File: config.mk
export PLATFORM = sky130hd
export DESIGN_NAME = sentinel_key_conditioner_flat
export DESIGN_NICKNAME = d
export VERILOG_FILES = /design/src/rtl/sentinel_key_conditioner_if.sv /design/src/rtl/sentinel_key_conditioner.sv /design/src/flat_wrapper.sv
export SDC_FILE = /design/constraint.sdc
export NUM_CORES = 1
export LEC_CHECK = 0
export CAP_MARGIN = 20
export CORE_MARGIN = 4
export CORE_UTILIZATION = 40
export CTS_BUF_LIST = sky130_fd_sc_hd__clkbuf_8
export CTS_CLUSTER_SIZE = 16
export DETAILED_ROUTE_END_ITERATION = 10
export MAX_ROUTING_LAYER = met4
export SETUP_SLACK_MARGIN = 0.1
export SKIP_CTS_REPAIR_TIMING = 1
export SYNTH_ARGS = -nofsm -noshare
export SYNTH_HDL_FRONTEND = slang
export SYNTH_SLANG_ARGS = --single-unit
File: constraint.sdc
create_clock -name clk -period 2.1 [get_ports clk]
set_input_delay 0.315 -clock clk [delete_from_list [all_inputs] [get_ports clk]]
set_output_delay 0.315 -clock clk [all_outputs]
set_load 0.05 [all_outputs]
File: src/rtl/sentinel_key_conditioner_if.sv
// Sentinel key conditioner bus: groups the enable, raw key input and
// conditioned key outputs into one bundle.
//   ena        power-state enable (low = synchronous flush)
//   key_raw    asynchronous 8-bit DIP-switch key
//   key_out    last committed key
//   key_valid  key_out matches the current synchronised input
//   key_strobe one-cycle pulse on every commit
//   busy       cooldown window active
// master: the side driving the raw key (board / testbench).
// slave:  the conditioner itself.
interface sentinel_key_conditioner_if;
    logic       ena;
    logic [7:0] key_raw;
    logic [7:0] key_out;
    logic       key_valid;
    logic       key_strobe;
    logic       busy;

    modport master (
        output ena,
        output key_raw,
        input  key_out,
        input  key_valid,
        input  key_strobe,
        input  busy
    );

    modport slave (
        input  ena,
        input  key_raw,
        output key_out,
        output key_valid,
        output key_strobe,
        output busy
    );
endinterface

File: src/rtl/sentinel_key_conditioner.sv
// Sentinel key conditioner: synchronises and debounces the raw DIP-switch key
// ahead of the lock comparator. A key is committed to key_out only after it has
// been stable for STABLE_CYCLES consecutive cycles. With SENTINEL_COOLDOWN_EN
// defined, disturbing a committed key opens a COOLDOWN_CYCLES lockout window
// (busy high) before settling may start again.
// Ports:
//   clk    system clock, rising edge
//   rst_n  asynchronous active-low reset
//   kc     sentinel_key_conditioner_if.slave (ena, key_raw, key_out,
//          key_valid, key_strobe, busy)
// Optional feature macro: SENTINEL_COOLDOWN_EN
module sentinel_key_conditioner #(
    parameter int unsigned STABLE_CYCLES   = 16,
    parameter int unsigned COOLDOWN_CYCLES = 64
) (
    input logic                      clk,
    input logic                      rst_n,
    sentinel_key_conditioner_if.slave kc
);

    localparam int unsigned CntW = $clog2(STABLE_CYCLES);
    localparam logic [CntW-1:0] CntLast = CntW'(STABLE_CYCLES - 1);

    if (STABLE_CYCLES < 2 || STABLE_CYCLES > 1024) begin : g_bad_stable
        $error("STABLE_CYCLES out of range 2..1024");
    end
    if (COOLDOWN_CYCLES < 1 || COOLDOWN_CYCLES > 65535) begin : g_bad_cooldown
        $error("COOLDOWN_CYCLES out of range 1..65535");
    end

`ifdef SENTINEL_COOLDOWN_EN
    localparam int unsigned CcntW = $clog2(COOLDOWN_CYCLES + 1);
    localparam logic [CcntW-1:0] CcntLoad = CcntW'(COOLDOWN_CYCLES - 1);

    typedef enum logic [1:0] {StSettle, StStable, StCooldown} state_e;

    logic [CcntW-1:0] ccnt_q, ccnt_d;
`else
    typedef enum logic [1:0] {StSettle, StStable} state_e;
`endif

    state_e          state_q, state_d;
    logic [7:0]      sync1_q, sync2_q;
    logic [7:0]      cand_q, cand_d;
    logic [CntW-1:0] cnt_q, cnt_d;
    logic [7:0]      key_out_q, key_out_d;
    logic            valid_q, valid_d;
    logic            strobe_q, strobe_d;

    always_ff @(posedge clk or negedge rst_n) begin
        if (!rst_n) begin
            state_q   <= StSettle;
            sync1_q   <= '0;
            sync2_q   <= '0;
            cand_q    <= '0;
            cnt_q     <= '0;
            key_out_q <= '0;
            valid_q   <= 1'b0;
            strobe_q  <= 1'b0;
`ifdef SENTINEL_COOLDOWN_EN
            ccnt_q    <= '0;
`endif
        end else begin
            // Synchroniser runs regardless of ena.
            sync1_q   <= kc.key_raw;
            sync2_q   <= sync1_q;
            state_q   <= state_d;
            cand_q    <= cand_d;
            cnt_q     <= cnt_d;
            key_out_q <= key_out_d;
            valid_q   <= valid_d;
            strobe_q  <= strobe_d;
`ifdef SENTINEL_COOLDOWN_EN
            ccnt_q    <= ccnt_d;
`endif
        end
    end

    always_comb begin
        state_d   = state_q;
        cand_d    = cand_q;
        cnt_d     = cnt_q;
        key_out_d = key_out_q;
        valid_d   = valid_q;
        strobe_d  = 1'b0;
`ifdef SENTINEL_COOLDOWN_EN
        ccnt_d    = ccnt_q;
`endif
        if (!kc.ena) begin
            // Flush beats every transition; key_out deliberately holds.
            state_d = StSettle;
            cnt_d   = '0;
            valid_d = 1'b0;
            cand_d  = sync2_q;
`ifdef SENTINEL_COOLDOWN_EN
            ccnt_d  = '0;
`endif
        end else begin
            unique case (state_q)
                StSettle: begin
                    if (sync2_q != cand_q) begin
                        cand_d = sync2_q;
                        cnt_d  = '0;
                    end else if (cnt_q == CntLast) begin
                        // Commits even if cand equals the old key_out.
                        key_out_d = cand_q;
                        valid_d   = 1'b1;
                        strobe_d  = 1'b1;
                        state_d   = StStable;
                    end else begin
                        cnt_d = cnt_q + 1'b1;
                    end
                end
                StStable: begin
                    if (sync2_q != key_out_q) begin
                        valid_d = 1'b0;
                        cand_d  = sync2_q;
`ifdef SENTINEL_COOLDOWN_EN
                        state_d = StCooldown;
                        ccnt_d  = CcntLoad;
`else
                        state_d = StSettle;
                        cnt_d   = '0;
`endif
                    end
                end
`ifdef SENTINEL_COOLDOWN_EN
                StCooldown: begin
                    // Changes here only update cand; the window is not extended.
                    cand_d = sync2_q;
                    if (ccnt_q == '0) begin
                        state_d = StSettle;
                        cnt_d   = '0;
                    end else begin
                        ccnt_d = ccnt_q - 1'b1;
                    end
                end
`endif
                default: state_d = StSettle;
            endcase
        end
    end

    assign kc.key_out    = key_out_q;
    assign kc.key_valid  = valid_q;
    assign kc.key_strobe = strobe_q;
`ifdef SENTINEL_COOLDOWN_EN
    assign kc.busy       = (state_q == StCooldown);
`else
    assign kc.busy       = 1'b0;
`endif

endmodule

File: src/flat_wrapper.sv
// flat-port wrapper written by rule: the top's interface ports become plain ports
module sentinel_key_conditioner_flat 
#(
    parameter int unsigned STABLE_CYCLES   = 16,
    parameter int unsigned COOLDOWN_CYCLES = 64
)
  (clk, rst_n, kc_ena, kc_key_raw, kc_key_out, kc_key_valid, kc_key_strobe, kc_busy);
  sentinel_key_conditioner_if kc_i ();
  input logic clk;
  input logic rst_n;
  input wire logic [$bits(kc_i.ena)-1:0] kc_ena;
  input wire logic [$bits(kc_i.key_raw)-1:0] kc_key_raw;
  output wire logic [$bits(kc_i.key_out)-1:0] kc_key_out;
  output wire logic [$bits(kc_i.key_valid)-1:0] kc_key_valid;
  output wire logic [$bits(kc_i.key_strobe)-1:0] kc_key_strobe;
  output wire logic [$bits(kc_i.busy)-1:0] kc_busy;
  assign kc_i.ena = kc_ena;
  assign kc_i.key_raw = kc_key_raw;
  assign kc_key_out = kc_i.key_out;
  assign kc_key_valid = kc_i.key_valid;
  assign kc_key_strobe = kc_i.key_strobe;
  assign kc_busy = kc_i.busy;
  sentinel_key_conditioner #(.STABLE_CYCLES(STABLE_CYCLES), .COOLDOWN_CYCLES(COOLDOWN_CYCLES)) u_core (.clk(clk), .rst_n(rst_n), .kc(kc_i));
endmodule
; Yosys cells after proc, flatten, opt, wreduce, memory -nomap -nowiden
; Cells that the tools add are included.
[classes]
addsub = 1
eq_ne = 10
mux = 23
bitwise = 1
n_reduce_logical = 6
[ops]
columns = cell, count
row1 = $mux W8, 3
row2 = $mux W4, 4
row3 = $ne A8 B8 Y1, 2
row4 = $pmux W8 S2, 1
row5 = $ne A3 B2 Y1 const B, 3
row6 = $reduce_and A3 Y1, 3
row7 = $mux W1, 8
row8 = $mux W2, 4
row9 = $pmux W4 S2, 1
row10 = $reduce_and A4 Y1, 2
row11 = $add A4 B1 Y4 const B, 1
row12 = $eq A4 B4 Y1 const B, 1
row13 = $ne A4 B3 Y1 const B, 1
row14 = $pmux W2 S2, 1
row15 = $ne A3 B1 Y1 const B, 1
row16 = $ne A3 B3 Y1 const B, 1
row17 = $eq A2 B1 Y1 const B, 1
row18 = $logic_not A2 Y1, 1
row19 = $pmux W1 S2, 1
row20 = $not A1 Y1, 1
[word_totals]
reg_bits = 40
out_inout_bits = 11

; Longest topological paths before layout
; Gate-level depths: netlist of the first run.
[depth]
ltp_word = 5
mapped_depth = 5
depth_no_buf = 5

; Least setup slack after synthesis of the first run
; Ideal clock, no wire load.
[synth_path]
path_type = reg-to-reg
startpoint = reg u_core.key_out_q[7], in the netlist u_core.kc.key_out[7]
endpoint = reg u_core.cnt_q[0]
arrival_ns = 1.819
t_required_ns = 1.973
slack_ns = 0.154
path_stages_with_launch = 6
n_path_buf = 0
period_less_slack_ns = 1.946
path_cell_list = dfrtp_1 -> xor2_1 -> nor4_2 -> nand3_1 -> nand2_2 -> mux2_1
[synth_between]
elab_chain_len = 3
[synth_lines]
columns = element, line_no
row1 = "start, declared", sentinel_key_conditioner.sv:46  ; logic [7:0] key_out_q, key_out_d;
row2 = "start signal, assigned", sentinel_key_conditioner.sv:70  ; key_out_q <= key_out_d;
row3 = $ne A8 B8 Y1, sentinel_key_conditioner.sv:115  ; if (sync2_q != key_out_q) begin
row4 = $ne A3 B2 Y1 (no line), n/a
row5 = $reduce_and A3 Y1 (no line), n/a
row6 = "end signal, assigned", sentinel_key_conditioner.sv:69  ; cnt_q <= cnt_d;
row7 = "end, declared", sentinel_key_conditioner.sv:45  ; logic [CntW-1:0] cnt_q, cnt_d;
; Every way passes these cells.
; A chain may end at the register's enable or synchronous reset.

; Worst setup path after layout of the first run
[layout_path]
startpoint = reg u_core.key_out_q[0], in the netlist u_core.kc.key_out[0]
endpoint = out kc_key_out[0]
[layout_lines]
columns = element, line_no
row1 = "end, declared", flat_wrapper.sv:13  ; output wire logic [$bits(kc_i.key_out)-1:0] kc_key_out;
; No word-level cell between the ends.

==> results.ini, run 1 <==
[grt]
grt_overflow=0
grt_pass1_wl_um=4240
grt_antenna_before_repair=0
grtUsageMet1_pct=13.1
grt_use_total_pct=11.8
use_met2_pct=18.3
met3_usage_pct=5.36
grt-busiest-layer=met2
grt_max_degree=40
grt_pass1_vias=949

[critical_path]
timing.rr.start=u_core.sync2_q[7]$_DFF_PN0_
cp_slowest_stage_delay_ns=0.83
cp-end-kind=primary output
crit_family=buffers and inverters
crit_chain=clkdlybuf4s50_1
crit_buf_inv=1
r2r_end=u_core.cand_q[1]$_DFFE_PN0P_
start_kind=register
cp-endpoint=kc_key_out[0]
crit_path_max_fanout=3
crit_arrival_ns=1.51
r2r_slack_ns=0.33
r2r_cells=5
required_ns=1.78
crit_path_top_delay_cell=clkdlybuf4s50_1
cp-startpoint=u_core.kc.key_out[0]$_DFFE_PN0P_
cp.depth=1
crit_type=reg2out

[logic_synthesis]
synth_cell_types=24
ys_seq_area_share_pct=63.9
synth-warning-count=0
syn-cell-area_um2=1530
synth.net_count=115
syn_inst=103
ys_ff_latch=39
synth_area_per_cell_um2=14.8

[floorplanning]
io_pins=22
chipWidth_um=69.8
dieArea_um2=4870
start_util_pct=41.4
rows=22
die_h_um=69.8
fp.coreArea_um2=3690

[timing]
final-setup-viol-count=0
setup_slack_ns=0.276
clock_skew_ns=0.00345
tightest_slew_ns=0.835
rsz0062_at_grt=no
fmax_ghz=0.548
maxSlewViolCount=0
setup_tns_ns=0
min_period_over_period_pct=86.8
fin_crit_ns=1.82
finalHoldViolCount=0
maxSlewHeadroom_pct=44.4

[placed_design]
port_buffers=20
place_ws_ns=0.0540
dp_cells=174
gp_congestion=0.803

[min_path]
hold_path.class=in2async

[pwr]
ir_drop_mv=0.523
leakage_uw=0.000901
power.density_nw_per_um2=778

[routing]
drcViolationCount=0
wl_per_cell_um=13.3
viasPerCell=4.65
first_pass_iters=4
drt_iter0_drc=21
vias=847
ant_nets=0
routed_wl_um=2420

[layout]
final_cells=182
drive_above_1_share_pct=17.9
antenna_cells=0
fillers=312
syn_to_final_growth_pct=25.9
nets=145

[cts]
cts_made_buffers=5
cts_tree=done
clk_pin_slew_worst_paths_ns=0.07
root_buffer=clkbuf_8
worstSkewPairLatency_ns=0.28
htree_num_levels=2
cts_buffer_depth=2
clock_sinks=39

[run_status]
status=completed

[job]
max_cap_viol_count=0

-- placed cells by master (no fill, tap or decap), drive strengths merged --
cell,count
clkdlybuf4s50,19
xnor2,1
nor2,3
nor3,2
conb,1
nand3,3
o21bai,1
nor4,2
nand2,3
buf,5
mux2,18
inv,2
clkbuf,6
ha,1
a31o,1
and3,3
clkinv,1
dfrtp,39
bufinv,1
a2bb2oi,1
a21oi,4
nand2b,1
xor2,15
nand4,1
-- cells by family after synthesis --
kind of cell | share of synthesized area, %
multiplexers | 13.3
AO/OA/AOI/OAI | 2.95
AND/OR/NAND/NOR | 8.68
XOR/XNOR | 9.17
other | 0.245
buffers and inverters | 0.983
adder cells (fa/ha/maj) | 0.819
flip-flops | 63.9
-- synth_stat cells (all sizes together) --
library cell / n / area share (%)
a2bb2oi: 1 / 0.57
buf: 1 / 0.49
conb: 1 / 0.25
nor3: 2 / 0.66
nor4: 2 / 2.2
xnor2: 1 / 0.57
nand4: 1 / 1.4
a21oi: 4 / 1.3
dfrtp: 39 / 64
inv: 2 / 0.49
ha: 1 / 0.82
nand2b: 1 / 0.41
xor2: 15 / 8.6
o21bai: 1 / 0.49
nand3: 3 / 0.98
nand2: 3 / 1.1
and3: 3 / 1.2
mux2: 18 / 13
a31o: 1 / 0.57
nor2: 3 / 0.74
-- through the flow --
stage | util, % | hold slack [ns] | total power, µW | cell area (µm²)
2_1_floorplan | - | 0.0194 | 841 | 1530
4_1_cts | 52.1 | 0.152 | 1520 | 1920
6_report | 52.1 | 0.129 | 1500 | 1920
3_5_place_dp | 48.9 | 0.335 | 884 | 1810
3_3_place_gp | 48.9 | 0.332 | 881 | 1810
5_1_grt | 52.1 | 0.199 | 1560 | 1920
-- how the worst min path moves through the flow --
| stage | start | to | slack (ns) | cells after the start |
|---|---|---|---|---|
| floorplan | rst_n | u_core.cand_q[0]$_DFFE_PN0P_ | 0.02 | 0 |
| detailed placement | u_core.sync1_q[2]$_DFF_PN0_ | u_core.sync2_q[2]$_DFF_PN0_ | 0.33 | 0 |
| finish | rst_n | u_core.sync1_q[0]$_DFF_PN0_ | 0.13 | 1 |
| global placement | u_core.sync1_q[7]$_DFF_PN0_ | u_core.sync2_q[7]$_DFF_PN0_ | 0.33 | 0 |
| global route | rst_n | u_core.sync1_q[0]$_DFF_PN0_ | 0.20 | 1 |
| CTS | rst_n | u_core.sync1_q[0]$_DFF_PN0_ | 0.15 | 1 |
-- routing by layer --
layer	vias up	wire length, µm	share of wire (%)
met5	-	0	0
met4	0	40	1.7
met3	4	128	5.3
met2	19	1180	49
li1	411	-	-
met1	413	1060	44
-- power by group --
group / leakage, µW / switching (µW) / internal (µW)
combinational: 0.000350 / 39.6 / 34.6
clock: 0.0000612 / 247 / 384
sequential: 0.000489 / 17.4 / 774
total: 0.000901 / 304 / 1190
-- sequential cells by signal, summed over array words and instances, names as in the netlist --
signal and flops:
u_core.cnt_q 4, u_core.kc.key_valid 1, u_core.kc.key_out 8, u_core.sync1_q 8, u_core.cand_q 8, u_core.sync2_q 8, u_core.state_q 1, u_core.kc.key_strobe 1
-- area by class of cell --
cell class	instances	area (µm²)	area share, %
Multi-Input combinational cell	61	537	27.9
Clock inverter	2	35.0	1.82
Clock buffer	6	82.6	4.29
Timing Repair Buffer	24	225	11.7
Inverter	2	7.51	0.390
Tap cell	48	60.1	3.12
Sequential cell	39	976	50.7
(Power assumes the default switching activity.)
==> inputs of run 2 (changes only) <==
CORE_UTILIZATION = 55   (was 40)
PLACE_DENSITY = 0.81   (was unset)
==> results.ini, run 2 (synthesis gave the netlist of run 1 again) <==
[run_status]
status=completed

[grt]
grt_use_total_pct=17.4
grt_antenna_before_repair=0
use_met2_pct=27.2
grt_max_degree=40
grt_pass1_wl_um=4260
grt_pass1_vias=933
grtUsageMet1_pct=19.2
met3_usage_pct=8.30
grt-busiest-layer=met2
grt_overflow=0

[cts]
cts_buffer_depth=2
root_buffer=clkbuf_8
htree_num_levels=2
cts_tree=done
clk_pin_slew_worst_paths_ns=0.07
worstSkewPairLatency_ns=0.29
cts_made_buffers=5
clock_sinks=39

[layout]
final_cell_mix=dfrtp_1 (39), clkdlybuf4s50_1 (19), xor2_1 (15)
drive_above_1_share_pct=17.9
final_common_cell=dfrtp_1
antenna_cells=0
nets=146
syn_to_final_growth_pct=24.2
final_area_um2=1900

[placed_design]
place_area_um2=1790
gp_congestion=0.693
port_buffers=20
dp.final_hpwl_um=1780

[timing]
rsz0062_at_grt=no
clock_skew_ns=0.00532
min_period_over_period_pct=87.4
fin_crit_ns=1.84
maxSlewHeadroom_pct=46.1
tightest_slew_ns=0.809
setup_tns_ns=0
fmax_ghz=0.545
maxSlewViolCount=0
finalHoldViolCount=0
final-setup-viol-count=0
holdWs_ns=0.113

[floorplanning]
chipWidth_um=60.7
die_h_um=60.7
io_pins=22
rows=18
fp.coreArea_um2=2570
start_util_pct=59.5
dieArea_um2=3690

[critical_path]
crit_path_top_delay_cell=dfrtp_1
crit_arrival_ns=2.01
required_ns=2.28
crit_buf_inv=0
timing.rr.start=u_core.sync2_q[7]$_DFF_PN0_
cp-startpoint=u_core.sync2_q[7]$_DFF_PN0_
cp_slowest_stage_delay_ns=0.41
crit_type=reg2reg
cp-endpoint=u_core.cnt_q[1]$_DFFE_PN0P_
r2r_cells=5
r2r_end=u_core.cnt_q[1]$_DFFE_PN0P_
cp.depth=5
crit_chain=xor2_1 > nor4_2 > nand3_1 > nand2_2 > mux2_1
crit_path_max_fanout=5
r2r_slack_ns=0.26
crit_family=simple AND/OR/NAND/NOR gates
start_kind=register
cp-end-kind=register

[routing]
wl_per_cell_um=15.1
vias=864
ant_nets=0
routed_wl_um=2470
drt_iter0_drc=41
drcViolationCount=0
first_pass_iters=4
viasPerCell=5.27

[pwr]
power_uw=1470
power.density_nw_per_um2=774
leakage_uw=0.000894
ir_drop_mv=0.801

[min_path]
hold_path.class=in2async

[job]
max_cap_viol_count=0

==> run 2: changes by cell type in the layout (fill, tap and decap cells not counted), sizes merged <==
cell	change
buf	+1
clkbuf	-1
clkinvlp	+1
clkinv	-1
==> run 2: how the worst min path moves through the flow <==
stage	from	to	depth (start not counted)
after floorplan	rst_n	u_core.cand_q[0]$_DFFE_PN0P_	0
after global placement	u_core.sync1_q[7]$_DFF_PN0_	u_core.sync2_q[7]$_DFF_PN0_	0
after detailed placement	u_core.sync1_q[7]$_DFF_PN0_	u_core.sync2_q[7]$_DFF_PN0_	0
after CTS	rst_n	u_core.kc.key_out[7]$_DFFE_PN0P_	1
after global routing	rst_n	u_core.cand_q[7]$_DFFE_PN0P_	1
final	rst_n	u_core.cand_q[0]$_DFFE_PN0P_	1
==> run 2: area by class of cell <==
| class | count | area [µm²] |
|---|---|---|
| multi-input cells | 61 | 537 |
| inverters | 2 | 7.51 |
| well taps | 30 | 37.5 |
| repair buffers | 25 | 233 |
| fillers | 175 | 671 |
| clock inverters | 2 | 37.5 |
| flip-flops and latches | 39 | 976 |
| clock buffers | 5 | 68.8 |
==> run 2: through the flow <==
| step | setup slack (ns) | util, % | cells |
|---|---|---|---|
| floorplan | 0.154 | - | 103 |
| global placement | 0.149 | 69.7 | 157 |
| detailed placement | 0.0657 | 69.7 | 157 |
| CTS | 0.259 | 73.9 | 164 |
| global route | 0.122 | 73.9 | 164 |
| finish | 0.265 | 73.9 | 164 |
==> run 2: report_power, final <==
| group | switching, µW | internal (µW) |
|---|---|---|
| registers | 17.9 | 774 |
| clock network | 254 | 347 |
| logic | 40.5 | 34.6 |
==> run 2: per-layer routing <==
metal	routed length [µm]	part of all wire (%)
met5	0	0
met4	43	1.7
met3	149	6.0
met2	1200	49
met1	1080	44
==> inputs of run 3 (changes only) <==
ABC_CLOCK_PERIOD_IN_PS = 2100   (was unset)
GPL_TIMING_DRIVEN = 0   (was unset)
RECOVER_POWER = 25   (was unset)
==> results.ini, run 3 (synthesis gave the netlist of run 1 again) <==
[critical_path]
r2r_slack_ns=0.25
r2r_cells=5
start_kind=register
timing.rr.start=u_core.cand_q[7]$_DFFE_PN0P_
r2r_end=u_core.cand_q[3]$_DFFE_PN0P_
required_ns=2.28
cp-end-kind=register
crit_type=reg2reg
crit_arrival_ns=2.03
crit_path_max_fanout=6

[placed_design]
port_buffers=20
gp_congestion=0.713
dp.final_hpwl_um=1810
dp_cells=153
place_area_um2=1760

[min_path]
hold_path.class=in2async

[floorplanning]
fp.coreArea_um2=2570
start_util_pct=59.5
rows=18
die_h_um=60.7
io_pins=22
chipWidth_um=60.7
dieArea_um2=3690

[routing]
drt_iter0_drc=32
drcViolationCount=0
viasPerCell=5.35
wl_per_cell_um=15.4
ant_nets=0
vias=861
first_pass_iters=3
routed_wl_um=2480

[cts]
cts_tree=done
cts_made_buffers=5
htree_num_levels=2
worstSkewPairLatency_ns=0.29
clk_pin_slew_worst_paths_ns=0.08
root_buffer=clkbuf_8
cts_buffer_depth=2
clock_sinks=39

[layout]
antenna_cells=0
final_common_cell=dfrtp_1
nets=142
final_cell_mix=dfrtp_1 (39), xor2_1 (15), mux2_1 (13)
final_cells=161
syn_to_final_growth_pct=22.4
final_area_um2=1870
drive_above_1_share_pct=17.6

[pwr]
power.density_nw_per_um2=744
p_int_uw=1070
swShare_pct=22.8
power_frac_clock_pct=37.9
pwr-share-comb_pct=5.2
seq_power_share_pct=56.9
leakage_uw=0.000878
switching_power_uw=317
ir_drop_mv=0.747

[grt]
grt_max_degree=40
grt_pass1_vias=939
grt_use_total_pct=17.4
grt_pass1_wl_um=4210
grt_antenna_before_repair=0
grt_overflow=0

[timing]
fin_crit_ns=1.85
rsz0062_at_grt=no
maxSlewViolCount=0
fmax_ghz=0.539
tightest_slew_ns=0.911
finalHoldViolCount=0
clock_skew_ns=0.00902
maxSlewHeadroom_pct=39.3
final-setup-viol-count=0
min_period_over_period_pct=88.3

[run_status]
status=completed

[job]
max_cap_viol_count=0

## run 3: cell count changes in the layout (fill, tap and decap cells not counted), sizes merged
cell / delta
buf: -5
bufinv: -1
clkbuf: +2
clkdlybuf4s50: -8
clkinv: +1
dlygate4sd3: +8
## run 3: worst max-delay path by stage
| stage | depth (start not counted) | endpoint | from | slack (ns) |
|---|---|---|---|---|
| floorplan | 5 | u_core.cnt_q[0]$_DFFE_PN0P_ | u_core.kc.key_out[7]$_DFFE_PN0P_ | 0.15 |
| global placement | 1 | u_core.cand_q[1]$_DFFE_PN0P_ | rst_n | -0.08 |
| detailed placement | 6 | u_core.cand_q[6]$_DFFE_PN0P_ | kc_ena | -0.07 |
| CTS | 5 | u_core.cand_q[3]$_DFFE_PN0P_ | u_core.cand_q[4]$_DFFE_PN0P_ | 0.10 |
| global route | 5 | u_core.cand_q[3]$_DFFE_PN0P_ | u_core.cand_q[7]$_DFFE_PN0P_ | 0.12 |
| finish | 5 | u_core.cand_q[3]$_DFFE_PN0P_ | u_core.cand_q[7]$_DFFE_PN0P_ | 0.25 |
## run 3: per-layer routing
layer  routed length (µm)  global-route usage, %
met5                    0                      -
met4                   84                   13.0
met3                  130                   5.11
met2                 1280                   26.9
met1                  982                   18.7
## run 3: worst max-delay path, cell delays in order, from the launching register on
cell	delay (ns)
dfrtp_1	0.40
xor2_1	0.19
nor4_4	0.35
nand3_1	0.23
nand2_2	0.22
mux2_1	0.34
## run 3: power by group through the flow
stage	registers (µW)	clock network (µW)	logic (µW)
after floorplan	803	0	38.0
after global routing	796	578	80.8
after CTS	792	547	75.6
final	792	527	72.2
after global placement	804	0	74.4
after detailed placement	807	0	75.3
## run 3: area by class of cell
class	instances	area, µm²
clock inverters	2	16.3
inverters	2	7.51
plain buffers	1	7.51
clock buffers	6	82.6
multi-input cells	61	547
flip-flops and latches	39	976
repair buffers	20	195
fillers	187	698
well taps	30	37.5
## run 3: metrics by stage
step	worst slack (ns)	setup TNS (ns)	util (%)	total power (µW)	hold slack, ns
5_1_grt	0.125	0	72.8	1450	0.207
6_report	0.246	0	72.8	1390	0.141
3_3_place_gp	-0.0807	-3.17	68.8	879	0.333
2_1_floorplan	0.154	0	-	841	0.0194
3_5_place_dp	-0.0650	-0.406	68.6	882	0.335
4_1_cts	0.100	0	72.4	1410	0.129
